$ cat config.mk
export PLATFORM = sky130hd
export DESIGN_NAME = mem_access_unit
export DESIGN_NICKNAME = d
export VERILOG_FILES = /design/src/rtl/mem_access_unit.sv
export SDC_FILE = /design/constraint.sdc
export NUM_CORES = 1
export LEC_CHECK = 0
export CORE_MARGIN = 2
export CORE_UTILIZATION = 40
export CTS_CLUSTER_SIZE = 20
export DETAILED_ROUTE_END_ITERATION = 10
export GPL_TIMING_DRIVEN = 0
export MAX_ROUTING_LAYER = met4
export PLACE_DENSITY = 0.76
export SETUP_SLACK_MARGIN = 0.15
export SYNTH_ARGS = -nofsm -noshare
export SYNTH_HDL_FRONTEND = slang
export SYNTH_SLANG_ARGS = --single-unit
$ cat constraint.sdc
create_clock -name clk -period 1.9 [get_ports clk]
set_clock_uncertainty 0.15 [all_clocks]
set_input_delay 0.285 -clock clk [delete_from_list [all_inputs] [get_ports clk]]
set_output_delay 0.285 -clock clk [all_outputs]
set_load 0.01 [all_outputs]
$ cat src/rtl/mem_access_unit.sv
// Memory access unit: owns MAR/MDR and runs read/write
// transactions toward memory with wait states and timeout.
module mem_access_unit #(
  parameter int DATA_W  = 16,
  parameter int ADDR_W  = 16,
  parameter int TIMEOUT = 15,
  parameter int CNT_W   = 4
) (
  input  logic              clk,
  input  logic              reset_n,
  input  logic [DATA_W-1:0] z,
  input  logic              ld_mar,
  input  logic              ld_mdr_z,
  input  logic              rd_req,
  input  logic              wr_req,
  input  logic              auto_inc,
  input  logic              t_mdr_x,
  output logic [DATA_W-1:0] x_data,
  output logic              x_oe,
  output logic [ADDR_W-1:0] mem_addr,
  output logic [DATA_W-1:0] mem_data_in,
  input  logic [DATA_W-1:0] mem_data_out,
  output logic              mem_rd,
  output logic              mem_wr,
  input  logic              mem_ready,
  output logic              busy,
  output logic              done,
  output logic              err
);

  typedef enum logic [1:0] {
    IDLE = 2'd0,
    RD   = 2'd1,
    WR   = 2'd2
  } state_t;

  localparam logic [CNT_W-1:0] LAST = CNT_W'(TIMEOUT - 1);

  state_t            state;
  logic [CNT_W-1:0]  cnt;
  logic              inc;
  logic [ADDR_W-1:0] mar;
  logic [DATA_W-1:0] mdr;

  // Transaction FSM, register loads and status pulses
  always_ff @(posedge clk or negedge reset_n) begin
    if (!reset_n) begin
      state <= IDLE;
      cnt   <= '0;
      inc   <= 1'b0;
      mar   <= '0;
      mdr   <= '0;
      done  <= 1'b0;
      err   <= 1'b0;
    end else begin
      done <= 1'b0;
      err  <= 1'b0;
      unique case (state)
        IDLE: begin
          if (ld_mar)
            mar <= z[ADDR_W-1:0];
          if (ld_mdr_z)
            mdr <= z;
          if (rd_req) begin
            state <= RD;
            cnt   <= '0;
            inc   <= auto_inc;
            err   <= wr_req;
          end else if (wr_req) begin
            state <= WR;
            cnt   <= '0;
            inc   <= auto_inc;
          end
        end
        RD, WR: begin
          if (mem_ready) begin
            if (state == RD)
              mdr <= mem_data_out;
            if (inc)
              mar <= mar + ADDR_W'(1);
            state <= IDLE;
            done  <= 1'b1;
          end else if (cnt == LAST) begin
            state <= IDLE;
            err   <= 1'b1;
          end else begin
            cnt <= cnt + CNT_W'(1);
          end
        end
        default: state <= IDLE;
      endcase
    end
  end

  // Strobes decode from registered state only
  always_comb begin
    mem_rd = (state == RD);
    mem_wr = (state == WR);
    busy   = (state != IDLE);
  end

  // Bus views of MAR/MDR
  always_comb begin
    x_data      = mdr;
    x_oe        = t_mdr_x;
    mem_addr    = mar;
    mem_data_in = mdr;
  end

endmodule
# [Word-level counts from Yosys, hierarchy flattened]
# Index checks and enable logic that the tools add are counted.
# W data, S select, Z words.
[classes] div=0 bitwise_logic=0 mul=0 n_addsub=2 n_shift=0 n_eq_ne=12 n_reduce_logical=10 n_lt_le_gt_ge=0 muxes=26
[op_table] op="$mux W16" count=6
[op_table] op="$pmux W16 S2" count=2
[op_table] op="$add A16 B1 Y16 const B" count=1
[op_table] op="$mux W4" count=4
[op_table] op="$ne A2 B2 Y1 const B" count=7
[op_table] op="$reduce_and A4 Y1" count=3
[op_table] op="$mux W2" count=4
[op_table] op="$pmux W4 S2" count=1
[op_table] op="$mux W1" count=7
[op_table] op="$ne A3 B3 Y1 const B" count=2
[op_table] op="$reduce_bool A2 Y1" count=3
[op_table] op="$add A4 B1 Y4 const B" count=1
[op_table] op="$eq A4 B4 Y1 const B" count=1
[op_table] op="$pmux W2 S2" count=1
[op_table] op="$reduce_and A2 Y1" count=2
[op_table] op="$eq A2 B1 Y1 const B" count=1
[op_table] op="$eq A2 B2 Y1 const B" count=1
[op_table] op="$logic_not A2 Y1" count=1
[op_table] op="$pmux W1 S2" count=1
[op_table] op="$reduce_or A2 Y1" count=1
[word_totals] memories=0 word_cells=57 reg_bits=41 output_inout_bits=54 rom_bits=0 ramBits=0 latch_bits=0

# [Depth between registers and ports, before layout]
[logic_depth] depth_word=4 ltp_mapped=9

# [Least setup slack after synthesis]
# No wires, ideal clock.
[synth_timing] kind="register to register" startpoint="register state[0]" endpoint="register mar[12], in the netlist mem_addr[12]" path_slack_ps=-95 path_stages_with_launch=9 arrival_time_ps=1718 setup_ps=127 required_ps=1623 cell_sequence="dfrtp_1 inv_1 ha_1 a21boi_2 or2_1 buf_6 buf_8 a22oi_2 nand3b_1"
[synth_between] elab_chain_len=4 word_cells_on_any_way=10 classes_between="eq/ne: 5; mux: 1; reduce/logical: 4"
[synth_rtl] item="start, declared" line_no="39" rtl="state_t state;"
[synth_rtl] item="start signal, assigned" line_no="48" rtl="state <= IDLE;"
[synth_rtl] item="start signal, assigned" line_no="65" rtl="state <= RD;"
[synth_rtl] item="start signal, assigned" line_no="70" rtl="state <= WR;"
[synth_rtl] item="$eq A2 B1 Y1 or $eq A2 B2 Y1 (tied branches)" line_no="58" rtl="unique case (state)"
[synth_rtl] item="$reduce_or A2 Y1" line_no="58"
[synth_rtl] item="$ne A2 B2 Y1 (no source line) or $reduce_bool A2 Y1 (tied branches)"
[synth_rtl] item="$reduce_and A4 Y1 (no source line)"
[synth_rtl] item="end signal, assigned" line_no="61" rtl="mar <= z[ADDR_W-1:0];"
[synth_rtl] item="end signal, assigned" line_no="80" rtl="mar <= mar + ADDR_W'(1);"
[synth_rtl] item="end, declared" line_no="42" rtl="logic [ADDR_W-1:0] mar;"
# Parallel ways exist; a longest one is shown, timed or not.
# A chain may end at the register's enable or synchronous reset.

# [Worst setup path after layout]
[layout_timing] startpoint="register state[0]" endpoint="register mar[11], in the netlist mem_addr[11]"
# Same word-level chain as after synthesis.

==> results by group <==
Worst setup path
  – Worst Path Arrival: ~2100 ps
  – FF-to-FF path depth: 9
  – Crit path buffers/inverters: 4
  – Setup CP Type: register to register
  – Family with the most delay on the worst path: buffers and inverters
  – Worst r2r dst: mem_addr[11]$_DFFE_PN0P_
  – Worst R2R Start: state[0]$_DFFE_PN0P_
  – Slowest CP cell: dfrtp_1
  – CP Launch Type: register
  – Crit-path max cell delay: ~400 ps
  – CP Max Fanout: 8
  – Setup crit end kind: register
  – Worst EP required: between 1500 and 2000 ps
  – Crit path cell chain: inv_2, ha_4, buf_8, mux2i_4, or2_1, buf_6, buf_12, a22oi_2, o21ai_1
  – R2r setup slk: -130 ps

Synthesis
  – Yosys top cell by area: dfrtp_1
  – Sequential area share after synthesis: 0.4057
  – Synth warnings: 0
  – Syn Inst Count: 268
  – Synth Flop Type: dfrtp_1
  – Synth top area cells: dfrtp_1 41%, mux2i_1 6.3%, a21oi_1 5.7%, buf_4 5.6%, ha_1 4.0%
  – Synth top area share: 0.4057
  – Mapped Avg Cell Area: approximately 9.4 um^2
  – Async SR Flop Fraction: 1.000
  – Post-synth top cells: 41 x dfrtp_1, 29 x a21oi_1, 23 x nor2_1, 19 x buf_4, 16 x mux2i_1
  – Most common cell in the synthesized netlist: dfrtp_1
  – Post-synthesis cell type count: 46
  – Mapped Area: approximately 2500 um^2
  – Number of synthesized flops with an enable pin: 0
  – Synthesis-stage register bit count: between 40 and 50
  – Syn Nets: between 300 and 400

Place
  – Place WS: -306.8 ps
  – Post-DP Area: 3636 um^2
  – Post-DP HPWL: approximately 5.4 mm
  – RePlAce Congestion: 0.7876
  – Port Buffers: between 90 and 100

Timing
  – Final slew viol count: 0
  – Worst slew margin: 0.6639
  – Final WS setup: -126.8 ps
  – Final min period: just over 2000 ps
  – Final period util: 1.067
  – Number of hold violations in the final report: 0
  – RSZ-0062 raised after global routing: yes
  – Worst slew pin tran: 504.1 ps
  – TNS Setup: -2546 ps
  – Final setup viols: 34
  – Peak Freq: 493.4 MHz

GRT
  – Met2 Usage GRT: 0.3783
  – Overflow left after global routing: 0
  – Gr usage total: 0.2354
  – Most used routing layer: met2
  – First-pass GRT wire length: 13.11 mm
  – Vias in the first global route: around 2700
  – GR Util met3: 0.03759
  – Largest net degree at the start of global routing: 23
  – Met1 Use GR: 0.3130
  – Initial antenna violation count: 0

Drt
  – Final ANT Viol Nets: 0
  – Drt drc: 0
  – Iteration-0 DRC Markers: 253
  – WL final: 9.415 mm
  – Vias: between 2000 and 3000
  – DRT Pass-1 Iters: 6
  – DR vias/cell: slightly below 6
  – Drt wl/cell: 19.18 um

Floorplanning
  – Initial Util: 0.4196
  – Rows: 28
  – Die H: approximately 84 um
  – # IOs: 95
  – Chip Width: ~84 um
  – Die ar.: between 6000 and 7000 um^2
  – Core Region: between 6000 and 7000 um^2

Clock network
  – CTS Buf Count: 5
  – Clk slew on worst S/H paths: about 80 ps
  – CTS HTree Levels: 2
  – Worst-skew pair later-pin latency: approximately 300 ps
  – Clk root buf: clkbuf_8
  – CTS tree: done
  – Clk sinks: roughly 40
  – CTS max path bufs: 2

Layout
  – Design Area, Final: roughly 4500 um^2
  – Fraction of layout cells with a size suffix above 1: 0.3462
  – # fillers: between 400 and 500
  – Fin util: 0.7419
  – Multi-input logic area: around 1500 um^2
  – P&R area growth vs syn: 76.79%
  – FF/Latch Area: 1039 um^2
  – Final layout net count: 465
  – Ant diodes: 0

Outcome
  – Failing checks: negative setup slack
  – Status: complete, but fails checks

Power
  – Overall Power: ~9.2 mW
  – Total power per unit cell area: around 2100 nW/um^2
  – VDD IR max: approximately 0.0011 V
  – Leak Pwr: between 1.5 and 2 nW

Worst hold path
  – Hold crit path type: input pin to asynchronous set/reset pin

Flow run
  – Number of max-cap violations: 0
==> area by class of cell <==
type                       instances  share of cell area
sequential                        41              0.2323
multi-input combinational        187              0.3398
tap                               75             0.02099
timing repair buffer             141              0.3182
inverter                          10            0.009516
clock buffer                       7             0.01931
buffer                            30             0.05989
==> timing repair <==
| item | 4_1_cts | 5_1_grt |
|---|---|---|
| gates cloned | 1 | 3 |
| setup buffers | 23 | 19 |
| pin swaps | 14 | 15 |
| resized for setup | 68 | 40 |
| endpoints found under the hold margin | 19 | 0 |
| setup endpoints to repair | 55 | 61 |
| hold buffers | 1 | 0 |
==> cells by family after synthesis <==
logic type,Yosys count,synth area share
AO/OA/AOI/OAI,66,0.1752
adder cells (fa/ha/maj),8,0.03959
buffers and inverters,40,0.1009
flip-flops,41,0.4057
multiplexers,20,0.08213
AND/OR/NAND/NOR,93,0.1964
==> sequential cells by signal, summed over array words and instances (netlist names) <==
register     cells
cnt              4
inc              1
done             1
mem_data_in     16
err              1
state            2
mem_addr        16
==> worst register-to-register path, stage by stage, from the launching register on <==
cell and delay (ps):
dfrtp_1 390, inv_2 80, ha_4 160, buf_8 130
mux2i_4 200, or2_1 250, buf_6 150, buf_12 130
a22oi_2 180, o21ai_1 90
==> metrics by stage <==
stage | instances | hold WS (ps)
6_report | 491 | 331.4
3_3_place_gp | 436 | 386.3
2_1_floorplan | 268 | -160.6
3_5_place_dp | 437 | 128.5
4_1_cts | 469 | 347.1
5_1_grt | 491 | 377.7
==> cells in the final DEF (no fill, tap or decap), drive strengths merged, types with 6 or more instances in the layout <==
cell type and instances:
nand3 9, a21oi 29, nand2 11, clkdlybuf4s50 68
o22ai 6, dfrtp 41, dlygate4sd2 7, dlymetal6s2s 14
mux2i 17, buf 73, nor3 9, o21ai 9
inv 10, nor2 23, ha 8, nor4 9
clkbuf 13, a22oi 8
==> power by group <==
part | switching [mW] | leakage (nW) | internal, mW | total, mW
sequential | 0.481 | 0.471 | 1.34 | 1.82
clock | 0.319 | 0.0443 | 0.289 | 0.608
combinational | 3.12 | 1.46 | 3.68 | 6.79
==> layer usage <==
layer	wire length (um)	vias up
met5	0	-
met4	212	0
met3	821	28
met2	4527	186
met1	3853	1402
li1	-	1267
==> worst max path at each step <==
stage | startpoint | slack, ps | to | cells after the start
after floorplan | state[1]$_DFFE_PN0P_ | 7 | mem_addr[2]$_DFFE_PN0P_ | 9
after global placement | reset_n | -750 | mem_data_in[12]$_DFFE_PN0P_ | 1
after detailed placement | state[1]$_DFFE_PN0P_ | -310 | mem_addr[3]$_DFFE_PN0P_ | 6
after CTS | state[0]$_DFFE_PN0P_ | -30 | mem_addr[2]$_DFFE_PN0P_ | 9
after global routing | state[0]$_DFFE_PN0P_ | -180 | mem_addr[11]$_DFFE_PN0P_ | 9
final | state[0]$_DFFE_PN0P_ | -130 | mem_addr[11]$_DFFE_PN0P_ | 9
No activity file was read; power rests on OpenSTA's default activity.
==> edit (same flow settings) <==
The 3 states of `state_t` get a one-hot encoding in 3 bits.
--- a/src/rtl/mem_access_unit.sv
+++ b/src/rtl/mem_access_unit.sv
@@ -28,10 +28,10 @@
   output logic              err
 );
 
-  typedef enum logic [1:0] {
-    IDLE = 2'd0,
-    RD   = 2'd1,
-    WR   = 2'd2
+  typedef enum logic [2:0] {
+    IDLE = 3'b001,
+    RD   = 3'b010,
+    WR   = 3'b100
   } state_t;
 
   localparam logic [CNT_W-1:0] LAST = CNT_W'(TIMEOUT - 1);
Behaviour: same outputs for any inputs over 10 cycles, from zero or initial values and one cycle with reset_n low; not proved beyond that.
==> edit against the original RTL <==
Power down 24%. Wire length down 9.5%. Worst setup slack better by 0.17 ns. Critical path depth down 2. Area after synthesis down 9.0%. Maximum frequency up 9.0%. Synthesized cell count unchanged. Sequential cell count up 1. First-iteration DRC count down 9.5%. Final area down 9.1%. Critical path type unchanged. Largest cell class unchanged. Highest routed layer unchanged.
==> edit: results (changes against the original RTL) <==
- The post-route cell area was 4064 µm² (was 4471 µm²).
- The multi-input combinational cell area was 1270 µm² (was 1519 µm²).
- The wire length on met2 was 4.411 mm (was 4.527 mm).
- The maximum number of pins on one net before global-route repair is 29 (was 23).
- The average size of a mapped cell is 8.586 µm² (was 9.435 µm²).
- The number of placed cells counting well taps is 434 (was 437).
- The xor and xnor area share after synthesis came to 0.3806% (was 0%).
- The via density per instance is 5.706 (was 5.872).
- The endpoint of the worst register-to-register path is cnt[2]$_DFFE_PN0P_ (was mem_addr[11]$_DFFE_PN0P_).
- The kind of cell adding the most delay to the critical path is compound AO/OA/AOI/OAI gates (was buffers and inverters).
- The transition time of the tightest slew-check pin is 0.3599 ns (was 0.5041 ns).
- The number of design-rule violations left by the first detailed-router iteration is 229 (was 253).
- The worst setup timing slack at the placement stage was -0.5302 ns (was -0.3068 ns).
- The count of cell types in the netlist came to 44 (was 46).
- The clock sink count is 42 (was 41).
- The met2 routing resource usage after global routing is 38.32% (was 37.83%).
- The number of nets in the synthesized netlist is 312 (was 317).
- The relative area of non-clock buffer cells in the final design was 37.90% (was 37.81%).
- The count of fill cells added during filler insertion came to 404 (was 401).
- The register-to-register setup slack came to 0.04 ns (was -0.13 ns).
- The number of global-route vias before repair is 2,294 (was 2,709).
- The number of multi-input combinational cells is 188 (was 187).
- The weighted congestion reported at the end of routability-driven placement is 0.9136 (was 0.7876).
- The class of the worst hold path is in2reg (was in2async).
- The count of cells resized by post-cts repair is 56 (was 68).
- Outcome: finished clean (was finished with violations).
- The inverter count of the layout excluding clock inverters was 7 (was 10).
- The non-clock buffer count in the final layout is 156 (was 171).
- The mean routed wirelength per cell is 18.06 µm (was 19.18 µm).
- The clock buffer and inverter area fraction after layout is 1.878% (was 1.931%).
- Top cells by area, synth: dfrtp_1 45%, nand2_1 7.7%, buf_4 5.5%, a31oi_1 4.9%, a21oi_1 4.4% (was dfrtp_1 41%, mux2i_1 6.3%, a21oi_1 5.7%, buf_4 5.6%, ha_1 4.0%).
- The register area share after synthesis came to 45.73% (was 40.57%).
- The detailed-placement wirelength estimate is 5.294 mm (was 5.363 mm).
- The synthesized-area fraction occupied by adder cells is 1.631% (was 3.958%).
- The share of post-route cells with drive strength above 1 is 31.25% (was 34.62%).
- The number of endpoints failing setup at the final stage was 0 (was 34).
- The sum of routed wire segments on met1 is 3.392 mm (was 3.853 mm).
- The maximum net fanout on the critical path is 6 (was 8).
- The data arrival at the endpoint of the critical path is 1.88 ns (was 2.06 ns).
- The mux cell area share after synthesis came to 0.4894% (was 8.214%).
- The worst ir drop on vdd is 0.7939 mV (was 1.080 mV).
## edit: changes by cell type in the layout (fill, tap and decap cells not counted), moves of 9 or more
cell and change:
mux2i_1 -16, buf_4 -17, nand2_1 +37, a31oi_1 +16, a21oi_1 -20, nor2_1 -11
nor2_2 +9
## edit: worst max path at each step
stage	startpoint	end	slack (ns)	depth (start not counted)
after floorplan	state[2]$_DFFE_PN0P_	cnt[2]$_DFFE_PN0P_	0.13	7
after global placement	reset_n	mem_data_in[9]$_DFFE_PN0P_	-0.72	1
after detailed placement	mem_ready	mem_data_in[9]$_DFFE_PN0P_	-0.53	7
after CTS	state[2]$_DFFE_PN0P_	cnt[3]$_DFFE_PN0P_	0.03	7
after global routing	state[1]$_DFFE_PN0P_	cnt[2]$_DFFE_PN0P_	-0.02	6
final	state[2]$_DFFE_PN0P_	cnt[2]$_DFFE_PN0P_	0.04	7
